`config.mk`:
```
export PLATFORM = sky130hd
export DESIGN_NAME = reset_sequencer
export DESIGN_NICKNAME = d
export VERILOG_FILES = /design/src/rtl/reset_pkg.sv /design/src/rtl/seq_timer.sv /design/src/rtl/reset_sequencer.sv
export SDC_FILE = /design/constraint.sdc
export NUM_CORES = 1
export LEC_CHECK = 0
export ABC_AREA = 1
export CAP_MARGIN = 10
export CORE_ASPECT_RATIO = 0.9
export CORE_MARGIN = 2
export CORE_UTILIZATION = 42
export DETAILED_ROUTE_END_ITERATION = 8
export SYNTH_ARGS = -nofsm -noshare
export SYNTH_HDL_FRONTEND = slang
export SYNTH_SLANG_ARGS = --single-unit
export TNS_END_PERCENT = 1
```
`constraint.sdc`:
```
create_clock -name CLK -period 1.43 [get_ports CLK]
set_input_delay 0.286 -clock CLK [delete_from_list [all_inputs] [get_ports CLK]]
set_output_delay 0.286 -clock CLK [all_outputs]
set_load 0.005 [all_outputs]
```
`src/rtl/reset_pkg.sv`:
```
// rtl/reset_pkg.sv - shared state encoding and default timing for the reset sequencer
package reset_pkg;

  typedef enum logic [2:0] {
    IDLE    = 3'd0,
    HOLD    = 3'd1,
    REL_MEM = 3'd2,
    REL_REG = 3'd3,
    REL_PC  = 3'd4,
    DONE    = 3'd5
  } seq_state_t;

  localparam int DEF_HOLD_CYCLES = 4;
  localparam int DEF_GAP_CYCLES  = 2;
  localparam int DEF_CNT_W       = 8;

endpackage

```
`src/rtl/seq_timer.sv`:
```
// rtl/seq_timer.sv - loadable down-counter with zero flag for hold/gap timing
module seq_timer #(
  parameter int               CNT_W       = 8,
  parameter logic [CNT_W-1:0] RESET_VALUE = '0
) (
  input  logic             clk,
  input  logic             rst_n,
  input  logic             load,
  input  logic [CNT_W-1:0] load_value,
  input  logic             dec,
  output logic             zero
);

  logic [CNT_W-1:0] count;

  // Decrement is gated on non-zero so the counter can never wrap.
  always_ff @(posedge clk or negedge rst_n) begin
    if (!rst_n) begin
      count <= RESET_VALUE;
    end else if (load) begin
      count <= load_value;
    end else if (dec && (count != '0)) begin
      count <= count - 1'b1;
    end
  end

  assign zero = (count == '0);

endmodule

```
`src/rtl/reset_sequencer.sv`:
```
// rtl/reset_sequencer.sv - releases memory, register-file and PC resets in order after a request
module reset_sequencer
  import reset_pkg::*;
#(
  parameter int HOLD_CYCLES = DEF_HOLD_CYCLES,
  parameter int GAP_CYCLES  = DEF_GAP_CYCLES,
  parameter int CNT_W       = DEF_CNT_W
) (
  input  logic             CLK,
  input  logic             Reset_L,
  input  logic             Req_L,
  output logic             Rst_Mem_L,
  output logic             Rst_Reg_L,
  output logic             Rst_PC_L,
  output logic             Ready,
  output logic [CNT_W-1:0] Seq_Count
);

  localparam logic [CNT_W-1:0] HOLD_LOAD = CNT_W'(HOLD_CYCLES - 1);
  localparam logic [CNT_W-1:0] GAP_LOAD  = CNT_W'(GAP_CYCLES - 1);

  seq_state_t       state, state_next;
  logic             mem_next, reg_next, pc_next, ready_next;
  logic             timer_load, timer_dec, timer_zero, count_inc;
  logic [CNT_W-1:0] timer_value;

  seq_timer #(
    .CNT_W       (CNT_W),
    .RESET_VALUE (HOLD_LOAD)
  ) u_timer (
    .clk        (CLK),
    .rst_n      (Reset_L),
    .load       (timer_load),
    .load_value (timer_value),
    .dec        (timer_dec),
    .zero       (timer_zero)
  );

  always_comb begin
    state_next  = state;
    mem_next    = Rst_Mem_L;
    reg_next    = Rst_Reg_L;
    pc_next     = Rst_PC_L;
    ready_next  = Ready;
    timer_load  = 1'b0;
    timer_dec   = 1'b0;
    timer_value = HOLD_LOAD;
    count_inc   = 1'b0;
    // A request wins in every state, including mid-hold and DONE.
    if (!Req_L) begin
      state_next = HOLD;
      mem_next   = 1'b0;
      reg_next   = 1'b0;
      pc_next    = 1'b0;
      ready_next = 1'b0;
      timer_load = 1'b1;
    end else begin
      case (state)
        IDLE: ;
        HOLD: begin
          if (timer_zero) begin
            state_next  = REL_MEM;
            mem_next    = 1'b1;
            timer_load  = 1'b1;
            timer_value = GAP_LOAD;
          end else begin
            timer_dec = 1'b1;
          end
        end
        REL_MEM: begin
          if (timer_zero) begin
            state_next  = REL_REG;
            reg_next    = 1'b1;
            timer_load  = 1'b1;
            timer_value = GAP_LOAD;
          end else begin
            timer_dec = 1'b1;
          end
        end
        REL_REG: begin
          if (timer_zero) begin
            state_next = REL_PC;
            pc_next    = 1'b1;
          end else begin
            timer_dec = 1'b1;
          end
        end
        REL_PC: begin
          state_next = DONE;
          ready_next = 1'b1;
          count_inc  = 1'b1;
        end
        DONE:    state_next = IDLE;
        default: begin
          state_next = HOLD;
          mem_next   = 1'b0;
          reg_next   = 1'b0;
          pc_next    = 1'b0;
          ready_next = 1'b0;
          timer_load = 1'b1;
        end
      endcase
    end
  end

  always_ff @(posedge CLK or negedge Reset_L) begin
    if (!Reset_L) begin
      state     <= HOLD;
      Rst_Mem_L <= 1'b0;
      Rst_Reg_L <= 1'b0;
      Rst_PC_L  <= 1'b0;
      Ready     <= 1'b0;
      Seq_Count <= '0;
    end else begin
      state     <= state_next;
      Rst_Mem_L <= mem_next;
      Rst_Reg_L <= reg_next;
      Rst_PC_L  <= pc_next;
      Ready     <= ready_next;
      if (count_inc && (Seq_Count != {CNT_W{1'b1}})) begin
        Seq_Count <= Seq_Count + 1'b1;
      end
    end
  end

endmodule

```
### Word level (Yosys, flattened, before mapping)

Index checks and enable logic that the tools add are counted.

* register bits: 23
* latch bits: 0
* memory bits (writable): 0
* memory bits (read-only): 0
* bits of input ports: 3
* output and inout bits: 12
* logic and storage cells: 67
* memories kept: 0

* add/subtract/negate cells: 2
* multipliers: 0
* div/mod/pow operators: 0
* magnitude comparators: 0
* equal/unequal tests: 14
* shift operators: 0
* muxes and demuxes: 27
* bitwise logic cells: 0
* reductions and logical operators: 17

Operators by type and width (number)
* $reduce_or A5 Y1: 4
* $pmux W3 S6: 1
* $mux W8: 2
* $mux W1: 12
* $mux W3: 4
* $ne A2 B2 Y1 const B: 5
* $pmux W1 S2: 5
* $ne A3 B3 Y1 const B: 3
* $add A8 B1 Y8 const B: 1
* $logic_not A8 Y1: 1
* $ne A8 B8 Y1 const B: 1
* $reduce_bool A8 Y1: 1
* $sub A8 B1 Y8 const B: 1
* $eq A3 B2 Y1 const B: 2
* $eq A3 B3 Y1 const B: 2
* $mux W2: 3
* $reduce_and A2 Y1: 3
* $reduce_and A4 Y1: 1
* $reduce_or A4 Y1: 1
* $eq A3 B1 Y1 const B: 1
* $logic_not A3 Y1: 1
* $reduce_or A3 Y1: 1
* $logic_and A1 B1 Y1: 2
* $reduce_bool A2 Y1: 1
* $reduce_or A2 Y1: 1

### Logic depth before layout (Yosys ltp)

Gate-level depths: netlist of the first run.

* depth after elaboration: 7
* gate-level depth with buffers: 9
* mapped depth without buffers: 9

### Hierarchy

A second synthesis of the first run with hierarchy kept.

* cell total of the unflattened synthesis: 202
* area total of the unflattened synthesis: 1418.9 µm²

By module, submodules not included
* reset_sequencer: instances 1, cells an instance 109, area each 819.5 µm², sequential area each 376.6 µm²
* seq_timer: instances 1, cells an instance 93, area each 599.3 µm², sequential area each 202.7 µm²

### Worst setup path before layout of the first run

Ideal clock, no wire load.

* path type: register to register
* start point: register u_timer.count[0]
* end point: register u_timer.count[2]
* setup time: 0.118 ns
* arrival: 1.290 ns
* data required time: 1.312 ns
* slack: 0.022 ns
* cell stages (with the launch flop): 9
* path buffers: 0
* clock period less this slack: 1.408 ns
* cells stage by stage: dfstp_2 -> inv_1 -> ha_1 -> nand2_1 -> inv_1 -> nand2_2 -> nand2_1 -> nand3_1 -> nand2_1

* word-level cells in the longest chain between the ends: 6
* elaborated cells on any way between the ends: 13
* those cells by class: 1 x add/sub; 8 x mux; 4 x reduce/logical

RTL lines
* start, declared: RTL line seq_timer.sv:14 `logic [CNT_W-1:0] count;`
* start signal, assigned: RTL line seq_timer.sv:21 `count <= load_value;`
* start signal, assigned: RTL line seq_timer.sv:23 `count <= count - 1'b1;`
* branches (longest 6 deep; another with $sub A8 B1 Y8)

Several ways; the timed one is not identified. The select of a mux whose other input is x is not followed.
A chain may end at the register's enable or synchronous reset.

### Worst setup path in the final report of the first run

* start point: register u_timer.count[3]
* end point: register u_timer.count[1]

* word-level cells in the longest chain between the ends: 6
* elaborated cells on any way between the ends: 14
* those cells by class: 10 x mux; 4 x reduce/logical

RTL lines
* $logic_not A8 Y1: RTL line seq_timer.sv:27 `assign zero = (count == '0);`
* $mux W1: RTL line reset_sequencer.sv:61, reset_sequencer.sv:71, reset_sequencer.sv:81
* $mux W1
* $mux W1: RTL line reset_sequencer.sv:50 `if (!Req_L) begin`
* $logic_and A1 B1 Y1: RTL line seq_timer.sv:22 `end else if (dec && (count != '0)) begin`
* $reduce_bool A2 Y1 (no line)

Several ways; a longest one is shown, not always the timed one.

==> impl_metrics.json, run 1 <==
{
  "yosysMostFrequentCell": "nand2_1",
  "multiInputGateArea_um2": 752,
  "fin_worst_skew_ns": 0.0195,
  "syn_to_final_growth_pct": 31.8,
  "ys_seq_area_frac": 0.419,
  "die_area_um2": 3770,
  "power.switching_w": 0.000903,
  "nets": 236,
  "drc": 0,
  "setup_ws_ns": -0.00109,
  "clockPowerShare": 0.136,
  "status": "complete, but fails checks",
  "grt-ovfl-total": 0,
  "ys_dominant_reg_cell": "dfrtp_1",
  "p_int_w": 0.00135,
  "wl_um": 3180,
  "n_fill_cell": 295,
  "vias": 1322,
  "root_buffer": "clkbuf_4",
  "met3_length_um": 107,
  "ios": 15,
  "rr_startpoint": "u_timer.count[3]",
  "wl_per_cell_um": 11.7,
  "clkLatencyLatePin_ns": 0.32,
  "worstPathArrival_ns": 1.68,
  "ff2ff_setup_slack_ns": -0.001,
  "cts_max_level": 1,
  "port_buffers": 14,
  "grt_max_degree": 24,
  "fin_total_pwr_w": 0.00226,
  "detail_route.first_pass.iterations": 5,
  "finalMaxSlewViolations": 0,
  "endpoint_kind": "register",
  "tns_ns": -0.00109,
  "die-width_um": 64.5,
  "synth.distinct_cells": 26,
  "path_max_fanout": 6,
  "grt_usage": 0.178,
  "gp_congestion": 0.862,
  "synth_area_leaders": "dfrtp_1 (36%), nand2_1 (15%), nand3_1 (7.2%), nor2_1 (6.8%), inv_1 (6.5%)",
  "wl_met2_um": 1550,
  "syn_nets": 194,
  "cts_made_buffers": 3,
  "synth_edf_count": 0,
  "diodes": 0,
  "reg2regPathDepth": 9,
  "synth_area_um2": 1380,
  "grt_pass1_wl_um": 5200,
  "fmax_ghz": 0.699,
  "critPathRequiredTime_ns": 1.68,
  "swShare": 0.400,
  "antenna_found_initial": 0,
  "worstSetupStartpointType": "register",
  "p_per_area_nw_per_um2": 1240,
  "seq_area_um2": 579,
  "detailed_place_hpwl_um": 2170,
  "crit-reg2reg-capture": "u_timer.count[1]",
  "clk_pin_slew_ns": 0.14,
  "start_util": 0.448,
  "fin_cells": 271,
  "drive_gt1_frac": 0.262,
  "max-cap-violations": 0,
  "synthCells": 188,
  "seqPwrFrac": 0.390,
  "drtIter0Drc": 75,
  "yosysWarnings": 0,
  "rsz0062_at_grt": "true",
  "hold_viol": 0,
  "routedLengthMet1_um": 1500,
  "cts.hold.buffers_added": 0,
  "tritoncts": "built",
  "place_ws_ns": -0.289,
  "setup_viol": 1,
  "synth-async-reset-ratio": 1.00,
  "antenna_left": 0,
  "synth_top_area_cell": "dfrtp_1",
  "die_h_um": 58.5,
  "layout_min_cycle_time_ns": 1.43,
  "p_leak_nw": 0.987,
  "holdCritPathClass": "input port to asynchronous set/reset pin",
  "rows": 19,
  "relSlewSlack": 0.798,
  "final_util": 0.590,
  "core-area_um2": 3090,
  "worst_slew_pin_slew_ns": 0.302,
  "syn_avg_cell_area_um2": 7.36,
  "placed_cells": 258,
  "clock_path_buffers": 2,
  "routed_via_density": 4.88,
  "synth_top_area_frac": 0.362,
  "violations": "negative setup slack",
  "route.top_layer_used": "met4",
  "synth_seq_cells": 23,
  "combPwrFrac": 0.474,
  "max-vdd-ir-drop_uv": 911,
  "grt_pass1_vias": 1216,
  "clock_sinks": 23,
  "yosys-top-cells-count": "nand2_1 (54), nor2_1 (25), inv_1 (24), dfrtp_1 (20), nand3_1 (20)",
  "timing_worst_setup_path_type": "register to register",
  "min_period_over_period": 1.00
}
## worst max-delay path, cell delays in order, from the launching register on
cell	delay [ns]
dfrtp_1	0.42
nor2_2	0.18
nand2_2	0.12
nor2_4	0.27
buf_6	0.14
nand3_2	0.05
nand2_1	0.06
inv_1	0.03
nand2_1	0.05
nand2_1	0.04
## sequential cells by signal, indices dropped and copies added, names as in the netlist
register,cells
Seq_Count,8
u_timer.count,8
state,3
Ready,1
Rst_Mem_L,1
Rst_PC_L,1
Rst_Reg_L,1
## routing by layer
layer  track usage  vias to the layer above
met4        0.0608                        0
met3        0.0497                        2
met5             0                        -
li1              -                      670
met2         0.290                       25
met1         0.231                      625
## through the flow
step / cell area, µm² / hold WS (ns)
2_1_floorplan: 1380 / -0.00959
3_3_place_gp: 1680 / 0.463
3_5_place_dp: 1680 / 0.486
4_1_cts: 1720 / 0.312
5_1_grt: 1820 / 0.353
6_report: 1820 / 0.302
## kinds of logic (layout without fill, tap and decap cells)
family	count (synthesis)	count (layout)	synth area share
AOI/OAI and AO/OA	12	13	0.0588
adders and majority gates	3	3	0.0271
DFF	23	23	0.419
xor gates and xnor gates	8	8	0.0506
and+or+nand+nor	111	112	0.354
buffers and inverters	31	70	0.0913
## worst max-delay path by stage
stage,from,endpoint,cells after the start
floorplan,u_timer.count[0],u_timer.count[2],8
global placement,Req_L,u_timer.count[5],8
detailed placement,Req_L,u_timer.count[6],8
CTS,u_timer.count[0],u_timer.count[6],8
global route,u_timer.count[3],u_timer.count[1],9
finish,u_timer.count[3],u_timer.count[1],9
## power groups by stage
stage                     Clock, W  Sequential [W]  Combinational, W
after floorplan                  0        0.000901          0.000537
after global placement           0        0.000901          0.000895
after detailed placement         0        0.000907          0.000913
after CTS                 0.000327        0.000874          0.000942
after global routing      0.000345        0.000899           0.00120
final                     0.000307        0.000881           0.00107
## cell type report
| cell class | instances | share of cell area |
|---|---|---|
| Sequential cell | 23 | 0.318 |
| Inverter | 30 | 0.0631 |
| Multi-Input combinational cell | 136 | 0.412 |
| Clock buffer | 4 | 0.0144 |
| Timing Repair Buffer | 36 | 0.164 |
| Tap cell | 42 | 0.0288 |
## timing repair
item / 4_1_cts / 5_1_grt
cloned: 0 / 2
pin swaps: 4 / 10
setup endpoints to repair: 25 / 21
buffers inserted: 3 / 4
resized for setup: 15 / 20
## layout by cell type (no fill, tap or decap), types with 2 or more instances in the layout
cell type | synthesis | routed
nand2_1 | 54 | 49
nor2_1 | 25 | 24
inv_1 | 24 | 22
dfrtp_1 | 20 | 20
buf_4 | 0 | 20
nand3_1 | 20 | 18
dlygate4sd2_1 | 0 | 11
inv_2 | 5 | 7
xor2_1 | 6 | 6
nand2_2 | 2 | 5
nand2_4 | 1 | 4
o21ai_1 | 2 | 4
nand4_1 | 3 | 3
clkbuf_4 | 0 | 3
dfstp_2 | 3 | 3
a21oi_2 | 1 | 2
nor2_2 | 2 | 2
o21ai_0 | 4 | 2
a21oi_1 | 2 | 2
xnor2_1 | 2 | 2
nor2_4 | 1 | 2
nand3_2 | 0 | 2
ha_2 | 0 | 2
clkdlybuf4s50_1 | 0 | 2
buf_6 | 1 | 2
No activity file was read; power rests on OpenSTA's default activity.
==> inputs of run 2 (changes only) <==
- REMOVE_ABC_BUFFERS: unset -> 1
- SLEW_MARGIN: unset -> 20
==> run 2 against run 1 <==
Effect of this change: the run now ends clean; via count did not move; clock skew fell by 0.016 ns; critical path depth fell by 2; combinational power rose by 4%; maximum frequency rose by 1.6%; cell area rose by 2.5%; core utilization rose by 1.5 points; first-iteration DRC count fell by 40%; critical path type unchanged; critical endpoint is now u_timer.count[3]; largest power group unchanged; highest routed layer unchanged.
==> impl_metrics.json, run 2 (synthesis results as in run 1) <==
{
  "slowest_stage": "dfstp_2",
  "ff2ff_setup_slack_ns": 0.02,
  "die_area_um2": 3770,
  "wl_met2_um": 1580,
  "max-cap-violations": 0,
  "rows": 19,
  "antenna_left": 0,
  "fmax_ghz": 0.710,
  "drive_gt1_frac": 0.288,
  "top_regs": "Seq_Count (8), u_timer.count (8), state (3)",
  "finalMaxSlewViolations": 0,
  "core-area_um2": 3090,
  "relSlewSlack": 0.801,
  "critPathRequiredTime_ns": 1.67,
  "routed_via_density": 4.81,
  "grt-ovfl-total": 0,
  "clock_path_buffers": 2,
  "crit-reg2reg-capture": "u_timer.count[3]",
  "endpoint_kind": "register",
  "wl_per_cell_um": 11.7,
  "root_buffer": "clkbuf_4",
  "path_cells": "inv_2 > ha_4 > nand2_4 > nor2_4 > a21oi_4 > nand2_1 > nor2_1",
  "final_common_cell": "nand2_1",
  "timing_worst_setup_path_type": "register to register",
  "rsz0062_at_grt": "true",
  "holdCritPathClass": "input port to asynchronous set/reset pin",
  "final_cell_mix": "nand2_1 (49), nor2_1 (24), buf_4 (24)",
  "cp-startpoint": "u_timer.count[0]",
  "diodes": 0,
  "worstPathArrival_ns": 1.65,
  "slowest_delay_ns": 0.56,
  "grt_pass1_wl_um": 5260,
  "rr_startpoint": "u_timer.count[0]",
  "grt_max_degree": 24,
  "detailed_place_hpwl_um": 2190,
  "ios": 15,
  "die_h_um": 58.5,
  "die-width_um": 64.5,
  "drtIter0Drc": 45,
  "clkLatencyLatePin_ns": 0.31,
  "grt_usage": 0.180,
  "gp_congestion": 0.873,
  "nets": 240,
  "vias": 1322,
  "reg2regPathDepth": 7,
  "worst_slew_pin_slew_ns": 0.299,
  "fin_total_pwr_w": 0.00230,
  "endpoint": "u_timer.count[3]",
  "grt_pass1_vias": 1211,
  "drc": 0,
  "wl_um": 3220,
  "max-vdd-ir-drop_uv": 748,
  "antenna_found_initial": 0,
  "crit_family": "flip-flops",
  "fin_worst_skew_ns": 0.00319,
  "start_util": 0.448,
  "p_per_area_nw_per_um2": 1230,
  "final_area_um2": 1870,
  "path_buf_inv": 1,
  "post_dp_cell_area_um2": 1690,
  "cts_made_buffers": 3,
  "hold_viol": 0,
  "layout_min_cycle_time_ns": 1.41,
  "port_buffers": 14,
  "clk_pin_slew_ns": 0.12,
  "detail_route.first_pass.iterations": 4,
  "path_max_fanout": 5,
  "p_leak_nw": 1.00,
  "cts_max_level": 1,
  "worstSetupStartpointType": "register",
  "min_period_over_period": 0.985,
  "route.top_layer_used": "met4",
  "tritoncts": "built",
  "setup_viol": 0,
  "clock_sinks": 23,
  "met3_length_um": 87,
  "syn_to_final_growth_pct": 35.1,
  "status": "completed",
  "cp_num_cells": 7,
  "routedLengthMet1_um": 1520
}
[run 2: cell count changes in the layout (fill, tap and decap cells not counted), moves of 2 or more]
cell / delta
buf_4: +4
inv_1: -2
o21ai_0: +2
o21ai_1: -2
[run 2: where the power goes]
group          switching [W]  internal [W]  total (W)
sequential          0.000107      0.000785   0.000892
clock               0.000186      0.000109   0.000295
combinational       0.000622      0.000489    0.00111
[run 2: worst register-to-register path: cells and delay by family (launching register included)]
kind / cells / cell delay [ns]
compound gates: 1 / 0.25
fa+ha+maj: 1 / 0.16
buf+inv: 1 / 0.05
flops: 1 / 0.56
simple gates: 4 / 0.33
[run 2: worst min path at each step]
stage	end	start	slack [ns]	cells after the start
after global routing	u_timer.count[3]	Reset_L	0.33	2
final	Seq_Count[5]	Reset_L	0.32	2
after detailed placement	u_timer.count[1]	u_timer.count[1]	0.48	2
after global placement	u_timer.count[1]	u_timer.count[1]	0.48	2
after floorplan	Ready	Reset_L	-0.01	0
after CTS	Seq_Count[0]	Reset_L	0.32	2
[run 2: final cells by class]
cell class / instances / area (µm²)
fillers: 302 / 1220
flip-flops and latches: 23 / 579
clock buffers: 4 / 26.3
inverters: 30 / 118
repair buffers: 40 / 328
well taps: 42 / 52.6
multi-input cells: 136 / 766
[run 2: layer usage]
| layer | global-route usage | up-vias |
|---|---|---|
| li1 | - | 682 |
| met1 | 0.225 | 619 |
| met2 | 0.320 | 17 |
| met3 | 0.0459 | 4 |
| met4 | 0.0365 | 0 |
| met5 | 0 | - |
[run 2: per-stage QoR]
stage | cells | hold WS (ns) | TNS, ns | setup WS (ns) | utilization
after floorplan | 187 | -0.00959 | 0 | 0.0223 | -
after global placement | 260 | 0.476 | -2.95 | -0.225 | 0.548
after detailed placement | 260 | 0.476 | -3.41 | -0.274 | 0.548
after CTS | 267 | 0.322 | -0.294 | -0.0579 | 0.565
after global routing | 275 | 0.326 | -0.399 | -0.0657 | 0.605
final | 275 | 0.320 | 0 | 0.0213 | 0.605
[run 2: timing repair]
item                                    CTS  global route
gates resized for setup                  17            20
buffers inserted                          3             6
endpoints found under the setup margin   25            21
pin swaps                                 4            10
cloned                                    0             2
hold endpoints to repair                  0             0
hold buffers                              0             0
